### config.mk
export PLATFORM = sky130hd
export DESIGN_NAME = delta_2nd_readout
export DESIGN_NICKNAME = d
export VERILOG_FILES = /design/src/rtl/delta_2nd_defs.sv /design/src/rtl/delta_2nd_frame_cep_counter.sv /design/src/rtl/delta_2nd_readout.sv
export SDC_FILE = /design/constraint.sdc
export NUM_CORES = 1
export LEC_CHECK = 0
export CAP_MARGIN = 20
export CORE_ASPECT_RATIO = 2
export CORE_MARGIN = 5
export CORE_UTILIZATION = 46
export CTS_BUF_LIST = sky130_fd_sc_hd__clkbuf_4 sky130_fd_sc_hd__clkbuf_8 sky130_fd_sc_hd__clkbuf_16
export CTS_CLUSTER_SIZE = 24
export DETAILED_ROUTE_END_ITERATION = 6
export PLACE_DENSITY = 0.79
export RECOVER_POWER = 100
export SLEW_MARGIN = 10
export SYNTH_ARGS = -nofsm -noshare
export SYNTH_HDL_FRONTEND = slang
export SYNTH_SLANG_ARGS = --single-unit
### constraint.sdc
create_clock -name clk -period 2.3 [get_ports clk]
set_input_delay 0.46 -clock clk [delete_from_list [all_inputs] [get_ports clk]]
set_output_delay 0.46 -clock clk [all_outputs]
set_load 0.01 [all_outputs]
### src/rtl/delta_2nd_defs.sv
// +----------------------------------------------------------------------------+
// | delta_2nd_defs : shared state encodings, dimensions and address map        |
// | Revision: 1.0                                                              |
// +----------------------------------------------------------------------------+
`default_nettype none

package delta_2nd_defs;

    localparam int NUM_CEP_DEFAULT   = 13;
    localparam int NUM_FRAME_DEFAULT = 98;

    typedef enum logic [2:0] {
        ST_IDLE    = 3'd0,
        ST_READ    = 3'd1,
        ST_CAPTURE = 3'd2,
        ST_SEND    = 3'd3,
        ST_DONE    = 3'd4
    } state_t;

    // Result memory is laid out frame-major: one row of NUM_CEP words per frame.
    function automatic int unsigned mem_addr(input int unsigned frame,
                                             input int unsigned cep,
                                             input int unsigned num_cep);
        return frame * num_cep + cep;
    endfunction

endpackage

`default_nettype wire

### src/rtl/delta_2nd_frame_cep_counter.sv
// +----------------------------------------------------------------------------+
// | delta_2nd_frame_cep_counter : cep / frame / linear-address counters        |
// | Revision: 1.0                                                              |
// +----------------------------------------------------------------------------+
`default_nettype none

module delta_2nd_frame_cep_counter
    import delta_2nd_defs::*;
#(
    parameter int NUM_CEP    = NUM_CEP_DEFAULT,
    parameter int NUM_FRAME  = NUM_FRAME_DEFAULT,
    parameter int ADDR_WIDTH = 11
) (
    input  logic                  clk,
    input  logic                  rst_n,
    input  logic                  clr,
    input  logic                  inc,
    output logic [ADDR_WIDTH-1:0] addr,
    output logic                  cep_over,
    output logic                  frame_over
);

    localparam int CEP_W   = (NUM_CEP > 1)   ? $clog2(NUM_CEP)   : 1;
    localparam int FRAME_W = (NUM_FRAME > 1) ? $clog2(NUM_FRAME) : 1;

    localparam logic [CEP_W-1:0]   C_CEP_MAX   = CEP_W'(NUM_CEP - 1);
    localparam logic [FRAME_W-1:0] C_FRAME_MAX = FRAME_W'(NUM_FRAME - 1);

    logic [CEP_W-1:0]      r_cep;
    logic [FRAME_W-1:0]    r_frame;
    logic [ADDR_WIDTH-1:0] r_addr;

    always_ff @(posedge clk or negedge rst_n) begin
        if (!rst_n) begin
            r_cep   <= '0;
            r_frame <= '0;
            r_addr  <= '0;
        end else if (clr) begin
            r_cep   <= '0;
            r_frame <= '0;
            r_addr  <= '0;
        end else if (inc) begin
            // The address advances linearly because the map is frame-major.
            r_addr <= r_addr + 1'b1;
            if (cep_over) begin
                r_cep   <= '0;
                r_frame <= frame_over ? '0 : r_frame + 1'b1;
            end else begin
                r_cep <= r_cep + 1'b1;
            end
        end
    end

    assign addr       = r_addr;
    assign cep_over   = (r_cep == C_CEP_MAX);
    assign frame_over = (r_frame == C_FRAME_MAX);

endmodule

`default_nettype wire

### src/rtl/delta_2nd_readout.sv
// +----------------------------------------------------------------------------+
// | delta_2nd_readout : streams delta-delta coefficients out of result memory  |
// | Revision: 1.0                                                              |
// +----------------------------------------------------------------------------+
`default_nettype none

module delta_2nd_readout
    import delta_2nd_defs::*;
#(
    parameter int DATA_WIDTH = 32,
    parameter int NUM_CEP    = NUM_CEP_DEFAULT,
    parameter int NUM_FRAME  = NUM_FRAME_DEFAULT,
    parameter int ADDR_WIDTH = 11
) (
    input  logic                  clk,
    input  logic                  rst_n,
    input  logic                  readout_start,
    output logic                  rd_en,
    output logic [ADDR_WIDTH-1:0] rd_addr,
    input  logic [DATA_WIDTH-1:0] rd_data,
    output logic                  out_valid,
    input  logic                  out_ready,
    output logic [DATA_WIDTH-1:0] out_data,
    output logic                  out_last_cep,
    output logic                  out_last_frame,
    output logic                  busy,
    output logic                  done
);

    state_t r_state;
    state_t w_next;

    logic w_clr;
    logic w_inc;
    logic w_cep_over;
    logic w_frame_over;

    logic [DATA_WIDTH-1:0] r_data;
    logic                  r_last_cep;
    logic                  r_last_frame;

    delta_2nd_frame_cep_counter #(
        .NUM_CEP    (NUM_CEP),
        .NUM_FRAME  (NUM_FRAME),
        .ADDR_WIDTH (ADDR_WIDTH)
    ) u_counter (
        .clk        (clk),
        .rst_n      (rst_n),
        .clr        (w_clr),
        .inc        (w_inc),
        .addr       (rd_addr),
        .cep_over   (w_cep_over),
        .frame_over (w_frame_over)
    );

    always_ff @(posedge clk or negedge rst_n) begin
        if (!rst_n) begin
            r_state <= ST_IDLE;
        end else begin
            r_state <= w_next;
        end
    end

    always_comb begin
        w_next = r_state;
        w_clr  = 1'b0;
        w_inc  = 1'b0;
        case (r_state)
            ST_IDLE: begin
                if (readout_start) begin
                    w_clr  = 1'b1;
                    w_next = ST_READ;
                end
            end
            ST_READ:    w_next = ST_CAPTURE;
            ST_CAPTURE: w_next = ST_SEND;
            ST_SEND: begin
                if (out_ready) begin
                    if (w_cep_over && w_frame_over) begin
                        w_clr  = 1'b1;
                        w_next = ST_DONE;
                    end else begin
                        w_inc  = 1'b1;
                        w_next = ST_READ;
                    end
                end
            end
            ST_DONE:    w_next = ST_IDLE;
            default:    w_next = ST_IDLE;
        endcase
    end

    // The counters still point at the word being fetched while in CAPTURE.
    always_ff @(posedge clk or negedge rst_n) begin
        if (!rst_n) begin
            r_data       <= '0;
            r_last_cep   <= 1'b0;
            r_last_frame <= 1'b0;
        end else if (r_state == ST_CAPTURE) begin
            r_data       <= rd_data;
            r_last_cep   <= w_cep_over;
            r_last_frame <= w_frame_over;
        end
    end

    assign rd_en          = (r_state == ST_READ);
    assign out_valid      = (r_state == ST_SEND);
    assign busy           = (r_state != ST_IDLE);
    assign done           = (r_state == ST_DONE);
    assign out_data       = r_data;
    assign out_last_cep   = r_last_cep;
    assign out_last_frame = r_last_frame;

endmodule

`default_nettype wire

# Word level (Yosys, flattened, before mapping)
# Index checks and enable logic that the tools add are counted.
classes:
  add_sub_neg: 3
  n_eq_ne: 8
  n_mux: 20
  n_reduce_logical: 7
ops:
  columns: ["operator", "count"]
  rows:
  - ["7-bit 2-to-1 mux", 4]
  - ["11-bit 2-to-1 mux", 2]
  - ["4-bit 2-to-1 mux", 3]
  - ["3-bit one-hot mux with 4 select lines", 1]
  - ["11-bit by 1-bit adder with 11-bit output (second input constant)", 1]
  - ["3-bit 2-to-1 mux", 3]
  - ["7-bit by 1-bit adder with 7-bit output (second input constant)", 1]
  - ["7-bit equality test (second input constant)", 1]
  - ["3-bit by 2-bit equality test with 1-bit output (second input constant)", 2]
  - ["1-bit 2-to-1 mux", 6]
  - ["4-bit by 1-bit adder with 4-bit output (second input constant)", 1]
  - ["4-bit equality test (second input constant)", 1]
  - ["2-bit AND reduction", 2]
  - ["2-bit nonzero test", 2]
  - ["3-bit by 1-bit equality test with 1-bit output (second input constant)", 1]
  - ["3-bit equality test (second input constant)", 1]
  - ["3-bit logical NOT", 1]
  - ["3-bit nonzero test", 1]
  - ["2-bit by 1-bit inequality test with 1-bit output (second input constant)", 1]
  - ["2-bit inequality test (second input constant)", 1]
  - ["1-bit one-hot mux with 2 select lines", 1]
  - ["1-bit logical AND", 1]
word_totals:
  reg_bits: 59
  input_bits: 36
  out_inout_bits: 49
  wordCells: 45

# Depth between registers and ports, before layout
depth:
  word_depth: 7
  mapped_depth: 7
  mapped_depth_nobuf: 6

# Modules after synthesis
# From an unflattened synthesis, not the netlist that was laid out.
hier_totals:
  cells_unflattened: 221
  area_unflattened_um2: 2665.1
modules_own_cells:
  columns: ["module", "n_inst", "cells_per_inst", "area_each_um2", "seq_area_each_um2"]
  rows:
  - ["delta_2nd_readout", 1, 94, 1477.7, 925.9]
  - ["delta_2nd_frame_cep_counter", 1, 127, 1187.4, 550.5]

# Worst setup path after synthesis
# OpenSTA, ideal clock, no wires.
synth_timing:
  path_kind: "reg-to-reg"
  startpoint: "reg u_counter.r_cep[0]"
  endpoint: "reg u_counter.r_frame[5]"
  setup_time_ps: 76
  t_arrival_ps: 1633
  required_time_ps: 2224
  slack_ps: 591
  path_stages_with_launch: 8
  path_buffers: 1
  period_less_slack_ps: 1709
  cell_sequence: "dfrtp_1 > inv_1 > ha_1 > and3_1 > clkbuf_1 > o211ai_2 > or4_1 > o21ai_1"
synth_via:
  elab_chain_cells: 7
  elab_cells_between_ends: 12
  cone_classes: "1 x eq/ne; 7 x mux; 4 x reduce/logical"
synth_lines:
  columns: ["item", "line", "text"]
  rows:
  - ["start, declared", "delta_2nd_frame_cep_counter.sv:29", "logic [CEP_W-1:0] r_cep;"]
  - ["start signal, assigned", "delta_2nd_frame_cep_counter.sv:49", "r_cep <= r_cep + 1'b1;"]
  - ["4-bit equality test *", "delta_2nd_frame_cep_counter.sv:55", "assign cep_over = (r_cep == C_CEP_MAX);"]
  - ["1-bit logical AND", "delta_2nd_readout.sv:79", "if (w_cep_over && w_frame_over) begin"]
  - ["1-bit 2-to-1 mux", "delta_2nd_readout.sv:79", null]
  - ["1-bit 2-to-1 mux", "delta_2nd_readout.sv:78", "if (out_ready) begin"]
  - ["1-bit one-hot mux with 2 select lines or 1-bit 2-to-1 mux (tied branches)", "delta_2nd_readout.sv:68", "case (r_state)"]
  - ["2-bit nonzero test (no source line)", null, null]
  - ["2-bit AND reduction (no source line)", null, null]
  - ["end signal, assigned", "delta_2nd_frame_cep_counter.sv:47", "r_frame <= frame_over ? '0 : r_frame + 1'b1;"]
  - ["end, declared", "delta_2nd_frame_cep_counter.sv:30", "logic [FRAME_W-1:0] r_frame;"]
# Mark *: on every way between the ends. The rest lies on a longest branch, timed or not.
# A chain may end at the register's enable or synchronous reset.

# Worst setup path in the final report
layout_timing:
  startpoint: "reg r_state[0]"
  endpoint: "out out_valid"
layout_via:
  elab_chain_cells: 1
layout_lines:
  columns: ["item", "line", "text"]
  rows:
  - ["start, declared", "delta_2nd_readout.sv:30", "state_t r_state;"]
  - ["start signal, assigned", "delta_2nd_readout.sv:60", "r_state <= w_next;"]
  - ["3-bit by 2-bit equality test with 1-bit output", "delta_2nd_readout.sv:107", "assign out_valid = (r_state == ST_SEND);"]
  - ["end, declared", "delta_2nd_readout.sv:21", "output logic out_valid,"]
# Every way passes these cells.

==> run_results.csv <==
group,metric,value,unit
worst_setup_path,crit_type,"flop to output pin",
layout,drive_gt1_share,16.2,%
worst_hold_path,min_path_type,"flop to flop",
worst_hold_path,hold_end,"out_data[24]",
synth,synth-edff-count,0,
synth,synth-compound-area-share,9.47,%
sta,post-route-min-period,2.13,ns
power_and_ir_drop,ir_drop,1.25,mV
synth,synth_seq_area_share,55.0,%
synth,muxShareOfSynthArea,14.6,%
global_routing,grt_pass1_vias,2292,
drt,drtIter0Drc,116,
sta,timing.fmax,0.470,GHz
sta,rsz0062_at_grt,"false",
layout,n_antenna_cell,0,
synth,postSynthAreaPerCell,11.9,µm²
worst_setup_path,cp-end-kind,"output pin",
synth,synth_cells,225,
status,status,"finished, final reports clean",
global_routing,grt_max_degree,60,
synth,ys_types,45,
clock_tree,tritoncts,"yes",
synth,synth-xor-area-share,0.979,%
sta,fin_skew,0.00384,ns
synth,yosysTopAreaCell,"dfrtp_1",
clock_tree,cts.htree.levels,3,
placed_design,gp_congestion,0.786,
clock_tree,path_clk_slew,0.05,ns
worst_setup_path,r2r_start,"u_counter.r_cep[0]",
layout,syn_to_final_growth,43.7,%
synth,synth_nets,266,
clock_tree,ctsRootBufferMaster,"clkbuf_16",
synth,synth_top_family_by_area,"multiplexers",
worst_setup_path,start_kind,"flop",
synth,netlist_area,2680,µm²
worst_setup_path,critPathArrivalTime,1.67,ns
synth,synth_ff_type,"dfrtp_1",
worst_setup_path,reg2reg_to,"u_counter.addr[4]",
placed_design,post_dp_cell_area,3580,µm²
placed_design,dp_hpwl,4.75,mm
drt,vias,2125,
die,initial_core_util,47.0,%
synth,ys_ff_latch,59,
drt,drtAntennaViolNets,0,
sta,slew_headroom,2.74,%
worst_setup_path,cp_max_fo,9,
clock_tree,cts_setup_buffers,0,
flow_run,drv_cap,0,
layout,nNetsFinal,357,
power_and_ir_drop,power.density,1230,nW/µm²
clock_tree,cts_buffer_depth,2,
synth,async_reset_ff_share,100,%
worst_hold_path,hold_start,"out_data[24]",
worst_setup_path,cp_data_required_time,1.84,ns
sta,worstMarginPinSlew,1.46,ns
synth,yosys_warnings,0,
drt,first_pass_iters,4,
synth,synth_area_leaders,"dfrtp_1 55%, mux2_2 12%, a21oi_1 3.2%",
die,row_count,39,
global_routing,grt.overflow.total,0,
drt,drc,0,
sta,hold_viol_final,0,
die,die_x,64,µm
drt,drt-total-wl,6.38,mm
die,die_y,118,µm
sta,finalSetupTns,0,ns
clock_tree,clk_latency,0.33,ns
synth,yosys.area_share.simple,14.0,%
sta,period_share,92.4,%
die,die_area,7550,µm²
global_routing,track_usage,17.9,%
die,coreArea,5710,µm²
sta,slew_violations,0,
synth,synth_top_area_share,55.0,%
power_and_ir_drop,power.leakage,1.65,nW
clock_tree,cts_sinks,59,
worst_setup_path,r2r_cells,7,
placed_design,io_buffers,84,
worst_setup_path,r2r_slack,0.22,ns
clock_tree,hold_buffers,0,
layout,final_area,3850,µm²
clock_tree,cts_buffers,9,
synth,synthAdderAreaFrac,2.33,%
worst_hold_path,hold_path_depth,1,
drt,via_per_inst,5.56,
global_routing,grt_pass1_wl,10.5,mm
die,io_pins,85,
global_routing,antenna_found_initial,0,
layout,final_core_util,67.5,%
drt,wl_per_cell,16.7,µm
sta,final-setup-viol-count,0,
[repair_timing]
item                       in CTS  in global routing
hold endpoints to repair        0                  0
resized for setup               0                  1
setup endpoints to repair       0                  1
[cell usage after synthesis (5+ instances only)]
cell type / number
dfrtp_1: 59
mux2_2: 28
a21oi_1: 17
nand2_1: 12
nand3_1: 11
inv_1: 9
o21ai_0: 8
nor2_1: 7
or4_1: 7
buf_2: 5
ha_1: 5
mux2_1: 5
o31ai_1: 5
[cell families (layout without fill, tap and decap cells)]
group / Yosys count / after routing
compound gates: 41 / 41
xor+xnor: 3 / 3
fa+ha+maj: 5 / 5
buf+inv: 19 / 115
flops: 59 / 59
mux: 35 / 35
simple gates: 63 / 63
[critical path, cell delays in order, from the launching register on]
cell and delay, ns:
dfrtp_1 0.47, inv_1 0.11, nor3b_1 0.20, clkdlybuf4s50_1 0.56
[final cells by class]
type | instances | area, µm²
Multi-Input combinational cell | 147 | 1090
Sequential cell | 59 | 1480
Clock inverter | 1 | 5.00
Fill cell | 444 | 1860
Inverter | 9 | 33.8
Tap cell | 61 | 76.3
Clock buffer | 15 | 295
Timing Repair Buffer | 90 | 872
[state kept, by name, indices dropped and copies added (netlist names)]
signal             count
out_data              32
out_last_cep           1
out_last_frame         1
r_state                3
u_counter.addr        11
u_counter.r_cep        4
u_counter.r_frame      7
[layout by cell type, fill, tap and decap left out, types with 2 or more instances in the layout]
cell type,n
nand4_1,3
o31ai_1,5
mux2_1,5
inv_1,9
or3_1,2
nor3b_1,4
clkdlybuf4s50_1,36
clkbuf_4,2
a21oi_1,17
nand3b_1,2
nor2_1,7
clkbuf_2,2
clkbuf_8,4
mux2i_1,2
clkbuf_16,9
or4_1,7
dfrtp_1,59
nand3_1,12
ha_1,5
dlygate4sd3_1,47
mux2_2,28
nand2_1,12
o21ai_0,9
nor3_1,3
and3_1,3
buf_4,3
xor2_1,2
[layer usage]
layer | wire length, µm | global-route usage, % | vias up
met5 | 0 | 0 | -
met4 | 216 | 10.9 | 0
met3 | 396 | 5.64 | 17
met2 | 3580 | 31.7 | 74
met1 | 2190 | 17.3 | 1030
li1 | - | - | 1004
[worst max-delay path by stage]
stage                                  start              endpoint  slack [ns]  cells after the start
after floorplan           u_counter.r_cep[0]  u_counter.r_frame[5]        0.59                      7
after global placement             out_ready  u_counter.r_frame[6]        0.13                      6
after detailed placement           out_ready  u_counter.r_frame[5]        0.11                      6
after CTS                         r_state[0]             out_valid        0.09                      3
after global routing              r_state[0]             out_valid        0.04                      3
final                             r_state[0]             out_valid        0.17                      3
[metrics by stage]
stage                     worst slack, ns  std cells  hold WS, ns  total power [mW]
final                               0.174        382        0.476              4.72
after global routing               0.0355        382        0.503              5.03
after CTS                          0.0895        382        0.312              4.96
after detailed placement            0.110        366        0.475              3.63
after global placement              0.133        366        0.470              3.57
after floorplan                     0.591        225        0.164              2.63
[where the power goes]
group | switching (mW) | internal, mW
Sequential | 0.253 | 1.43
Combinational | 0.757 | 0.986
Clock | 0.432 | 0.867
(Power assumes the default switching activity.)
==> patch 1, RTL diff (same settings) <==
The 5 states of `state_t` get a one-hot encoding in 5 bits.
--- a/src/rtl/delta_2nd_defs.sv
+++ b/src/rtl/delta_2nd_defs.sv
@@ -11,8 +11,8 @@
 
-    typedef enum logic [2:0] {
-        ST_IDLE    = 3'd0,
-        ST_READ    = 3'd1,
-        ST_CAPTURE = 3'd2,
-        ST_SEND    = 3'd3,
-        ST_DONE    = 3'd4
+    typedef enum logic [4:0] {
+        ST_IDLE    = 5'b00001,
+        ST_READ    = 5'b00010,
+        ST_CAPTURE = 5'b00100,
+        ST_SEND    = 5'b01000,
+        ST_DONE    = 5'b10000
     } state_t;
Behaviour: same outputs for any inputs over 10 cycles, from zero or initial values and one cycle with rst_n low; not proved beyond that.
==> patch 1 against the unedited design <==
- total power is 8.4% lower
- area after synthesis is 4.5% higher
- count of clock-buffer cells in the layout is 3 lower
- design area is 5.0% higher
- maximum frequency is 2.6% lower
- sequential cell count is 2 higher
- critical path depth stayed put
- hold slack worse by 0.0015 ns
- wire length is 8.7% higher
- clock skew is 0.00057 ns higher
- sequential power is 8% lower
- setup slack worse by 0.057 ns
==> patch 1: results (changes against the unedited design) <==
metric,value,unit,change
hold_path_end,out_last_frame$_DFFE_PN0P_,,was out_data[24]$_DFFE_PN0P_
finalNetCount,375,,was 357
dr.first_iter.drc_count,57,,was 116
whs_path_depth,2,,was 1
run_status,completed,,unchanged
grt_pass1_vias,2450,,was 2292
synth-seq-area-share,54.48,%,was 55.04%
r2r_worst_path_depth,4,,was 7
skew,0.004402,ns,was 0.003836 ns
placement.cell_area,0.003756,mm^2,was 0.003583 mm^2
synth.net_count,279,,was 266
slowest_delay,0.60,ns,was 0.56 ns
reg2reg_to,out_data[4]$_DFFE_PN0P_,,was u_counter.addr[4]$_DFFE_PN0P_
timing.critical_path.fanout_max,6,,was 9
grt_pass1_wl,11450,um,was 10510 um
grt_use_total,19.07,%,was 17.95%
rrSetupSlack,0.33,ns,was 0.22 ns
startpoint,r_state[0]$_DFFE_PN1P_,,was r_state[0]$_DFFE_PN0P_
hold_path_startpoint,out_last_frame$_DFFE_PN0P_,,was out_data[24]$_DFFE_PN0P_
drt-total-wl,6942,um,was 6384 um
synth_top_cells_by_count,"dfrtp_1, mux2_2, nand2_1, nand3_1, nor2_1",,"was dfrtp_1, mux2_2, a21oi_1, nand2_1, nand3_1"
arrival,1.72,ns,was 1.67 ns
power.combinational.fraction,30.5,%,was 36.9%
yosysUniqueCellTypes,39,,was 45
nFillCells,443,,was 444
seq-power,0.00155,W,was 0.00168 W
power_switching,0.001145,W,was 0.001442 W
max_slew.worst_pin.slew,1.459,ns,about the same
powerDensity,1069,mW/mm^2,was 1225 mW/mm^2
dr_total_vias,2330,,was 2125
patch 1: changes by cell type in the layout (fill, tap and decap cells not counted), sizes merged, moves of 3 or more:
cell / unedited run / this run
nor2: 7 / 13
or4: 7 / 2
xnor2: 1 / 5
nand4: 3 / 8
nand2: 12 / 19
inv: 9 / 5
and3: 3 / 6
o2111ai: 1 / 7
nor4: 0 / 4
a21oi: 17 / 11
patch 1: routing by layer:
| layer | GRT usage (%) | up-vias | part of all wire [%] |
|---|---|---|---|
| li1 | - | 1081 | - |
| met1 | 21.06 | 1122 | 38 |
| met2 | 31.68 | 105 | 52 |
| met3 | 5.855 | 22 | 7.0 |
| met4 | 10.91 | 0 | 3.3 |
| met5 | 0 | - | 0 |
patch 1: area by class of cell:
class / instances / area (um^2) / share of cell area (%)
Sequential cell: 61 / 1529 / 37.80
Multi-Input combinational cell: 164 / 1197 / 29.60
Timing Repair Buffer: 93 / 890.9 / 22.02
Clock buffer: 12 / 260.3 / 6.434
Tap cell: 63 / 78.83 / 1.949
Clock inverter: 4 / 70.07 / 1.732
Inverter: 5 / 18.77 / 0.4640
patch 1: per-stage QoR:
step	cells	hold slack (ns)	setup WS, ns
global route	402	0.5182	0.03074
detailed placement	385	0.4769	0.1209
global placement	385	0.4664	0.1668
floorplan	238	0.1644	0.5674
finish	402	0.4743	0.1167
CTS	401	0.1442	0.04705
patch 1: kinds of logic (layout without fill, tap and decap cells):
family,Yosys count,count (layout),synth area share [%]
buffers and inverters,13,114,1.919
AOI/OAI and AO/OA,36,36,9.371
xor gates and xnor gates,5,5,1.562
adders and majority gates,5,5,2.231
muxes,32,32,12.85
DFF,61,61,54.48
and+or+nand+nor,86,86,17.58
patch 1: timing repair:
action,4_1_cts,5_1_grt
buffers inserted,0,1
resized for setup,1,3
setup endpoints to repair,1,1
==> patch 2, RTL diff (same flow settings) <==
Made on the original files. `ADDR_WIDTH` is set to 11 in 2 places; all go to 13.
--- a/src/rtl/delta_2nd_frame_cep_counter.sv
+++ b/src/rtl/delta_2nd_frame_cep_counter.sv
@@ -11,3 +11,3 @@
     parameter int NUM_FRAME  = NUM_FRAME_DEFAULT,
-    parameter int ADDR_WIDTH = 11
+    parameter int ADDR_WIDTH = 13
 ) (
--- a/src/rtl/delta_2nd_readout.sv
+++ b/src/rtl/delta_2nd_readout.sv
@@ -12,3 +12,3 @@
     parameter int NUM_FRAME  = NUM_FRAME_DEFAULT,
-    parameter int ADDR_WIDTH = 11
+    parameter int ADDR_WIDTH = 13
 ) (
Ports: changed (resized rd_addr); port bits go from 85 to 87. No check against the original RTL was run, so the function may have changed too.
==> patch 2 against the unedited design <==
- the run now ends with max-capacitance violations, max-slew violations left
- final cell count rose by 5.2%
- non-clock buffer count rose by 11
- area after synthesis rose by 5.6%
- total power rose by 8.5%
- sequential share of layout area fell by 0.78 points
- design area rose by 5.6%
- sequential cell count rose by 2
- wire length rose by 10%
- setup slack got worse by 0.049 ns
- maximum frequency fell by 2.2%
- synthesized cell count rose by 3.6%
- critical path type unchanged
- critical endpoint unchanged
- largest power group unchanged
==> patch 2: results (changes against the unedited design) <==
metric,value,unit,change
hold_path_end,out_data[14]$_DFFE_PN0P_,,was out_data[24]$_DFFE_PN0P_
rrSetupSlack,0.19,ns,was 0.22 ns
num-nonclk-inverters,11,,was 9
buffers_excl_clock,101,,was 90
reg2reg_to,u_counter.addr[9]$_DFFE_PN0P_,,was u_counter.addr[4]$_DFFE_PN0P_
clock_tree_area_fraction,7.782,%,was 7.792%
pg_comb,0.00192,W,was 0.00174 W
nFillCells,455,,was 444
synth.top_cells.by_area,"dfrtp_1, mux2_2, a21oi_1, o31ai_1, ha_1",,"was dfrtp_1, mux2_2, a21oi_1, ha_1, mux2_1"
run_status,"finished, violations left",,was completed
slew_viol_final,33,,was 0
drt-total-wl,7040,um,was 6384 um
internal_power,0.003501,W,was 0.003279 W
hold_path_startpoint,out_data[14]$_DFFE_PN0P_,,was out_data[24]$_DFFE_PN0P_
dr.first_iter.drc_count,131,,was 116
failing_checks,"max-capacitance violations, max-slew violations",,
finalWeightedCongestion,0.8277,,was 0.7863
layout.nonclk_buf_share,23.13,%,was 22.63%
cts_buffer_depth,2,,unchanged
layout-drive-gt1-share,19.17,%,was 16.20%
yosysUniqueCellTypes,43,,was 45
num-multi-input-gates,150,,was 147
num-clock-buffers,13,,was 15
port_buffers,86,,was 84
grt_pass1_wl,11480,um,was 10510 um
detailed_place_hpwl,5194,um,was 4746 um
worst_ir_drop_vdd,0.7881,mV,was 1.248 mV
met2_usage,34.54,%,was 31.68%
seq_area,0.001526,mm^2,was 0.001476 mm^2
syn-cell-area,0.002831,mm^2,was 0.002683 mm^2
synth-seq-cells,61,,was 59
clkPwrFrac,27.4,%,was 27.5%
pin_count_of_the_biggest_net_entering_global_routing,35,,was 60
r2r_worst_path_depth,8,,was 7
multi_input_area_share,28.61,%,was 28.41%
met3WireLength,415,um,was 396 um
drv_cap,1,,was 0
met2_length,3892,um,was 3581 um
finalNetCount,375,,was 357
vias_per_cell,5.672,,was 5.563
timing.critical_path.fanout_max,11,,was 9
synth.net_count,274,,was 266
detailedRoute.firstPassIterationCount,5,,was 4
met1_length,2566,um,was 2189 um
## patch 2: changes by cell type in the layout (fill, tap and decap cells not counted), sizes merged, moves of 3 or more
cell / delta
o31ai: +3
buf: +3
clkbuf: +4
o21ai: -3
## patch 2: how the worst max path moves through the flow
stage	startpoint	to	slack, ns	cells after the start
2_1_floorplan	u_counter.r_cep[0]$_DFFE_PN0P_	u_counter.addr[7]$_DFFE_PN0P_	0.38	7
3_3_place_gp	out_ready	u_counter.addr[12]$_DFFE_PN0P_	0.12	5
3_5_place_dp	out_ready	u_counter.addr[11]$_DFFE_PN0P_	0.07	5
4_1_cts	r_state[1]$_DFFE_PN0P_	out_valid	0.1	2
5_1_grt	u_counter.r_cep[0]$_DFFE_PN0P_	u_counter.addr[8]$_DFFE_PN0P_	0.03	8
6_report	r_state[1]$_DFFE_PN0P_	out_valid	0.13	2
## patch 2: cell families (layout without fill, tap and decap cells)
kind of cell	count (synthesis)	after routing	synth area share, %
AOI/OAI and AO/OA	45	45	10.92
xor gates and xnor gates	2	2	0.6188
adders and majority gates	5	5	2.209
buffers and inverters	22	128	4.286
DFF	61	61	53.91
muxes	35	35	13.83
and+or+nand+nor	63	63	14.23
## patch 2: metrics by stage
stage / std cells / power [W] / hold WS [ns] / area [um^2] / setup slack (ns)
after floorplan: 233 / 0.002859 / 0.1644 / 2831 / 0.3822
after global placement: 386 / 0.003877 / 0.4873 / 3817 / 0.1201
after detailed placement: 386 / 0.003942 / 0.4941 / 3817 / 0.06908
after CTS: 402 / 0.005374 / 0.1988 / 4134 / 0.09803
after global routing: 402 / 0.005433 / 0.5196 / 4068 / 0.02929
final: 402 / 0.005123 / 0.4952 / 4068 / 0.1251
## patch 2: critical path, cell delays in order (launching register included)
cell,delay [ns]
dfrtp_1,0.58
nor3b_1,0.23
clkdlybuf4s50_1,0.57
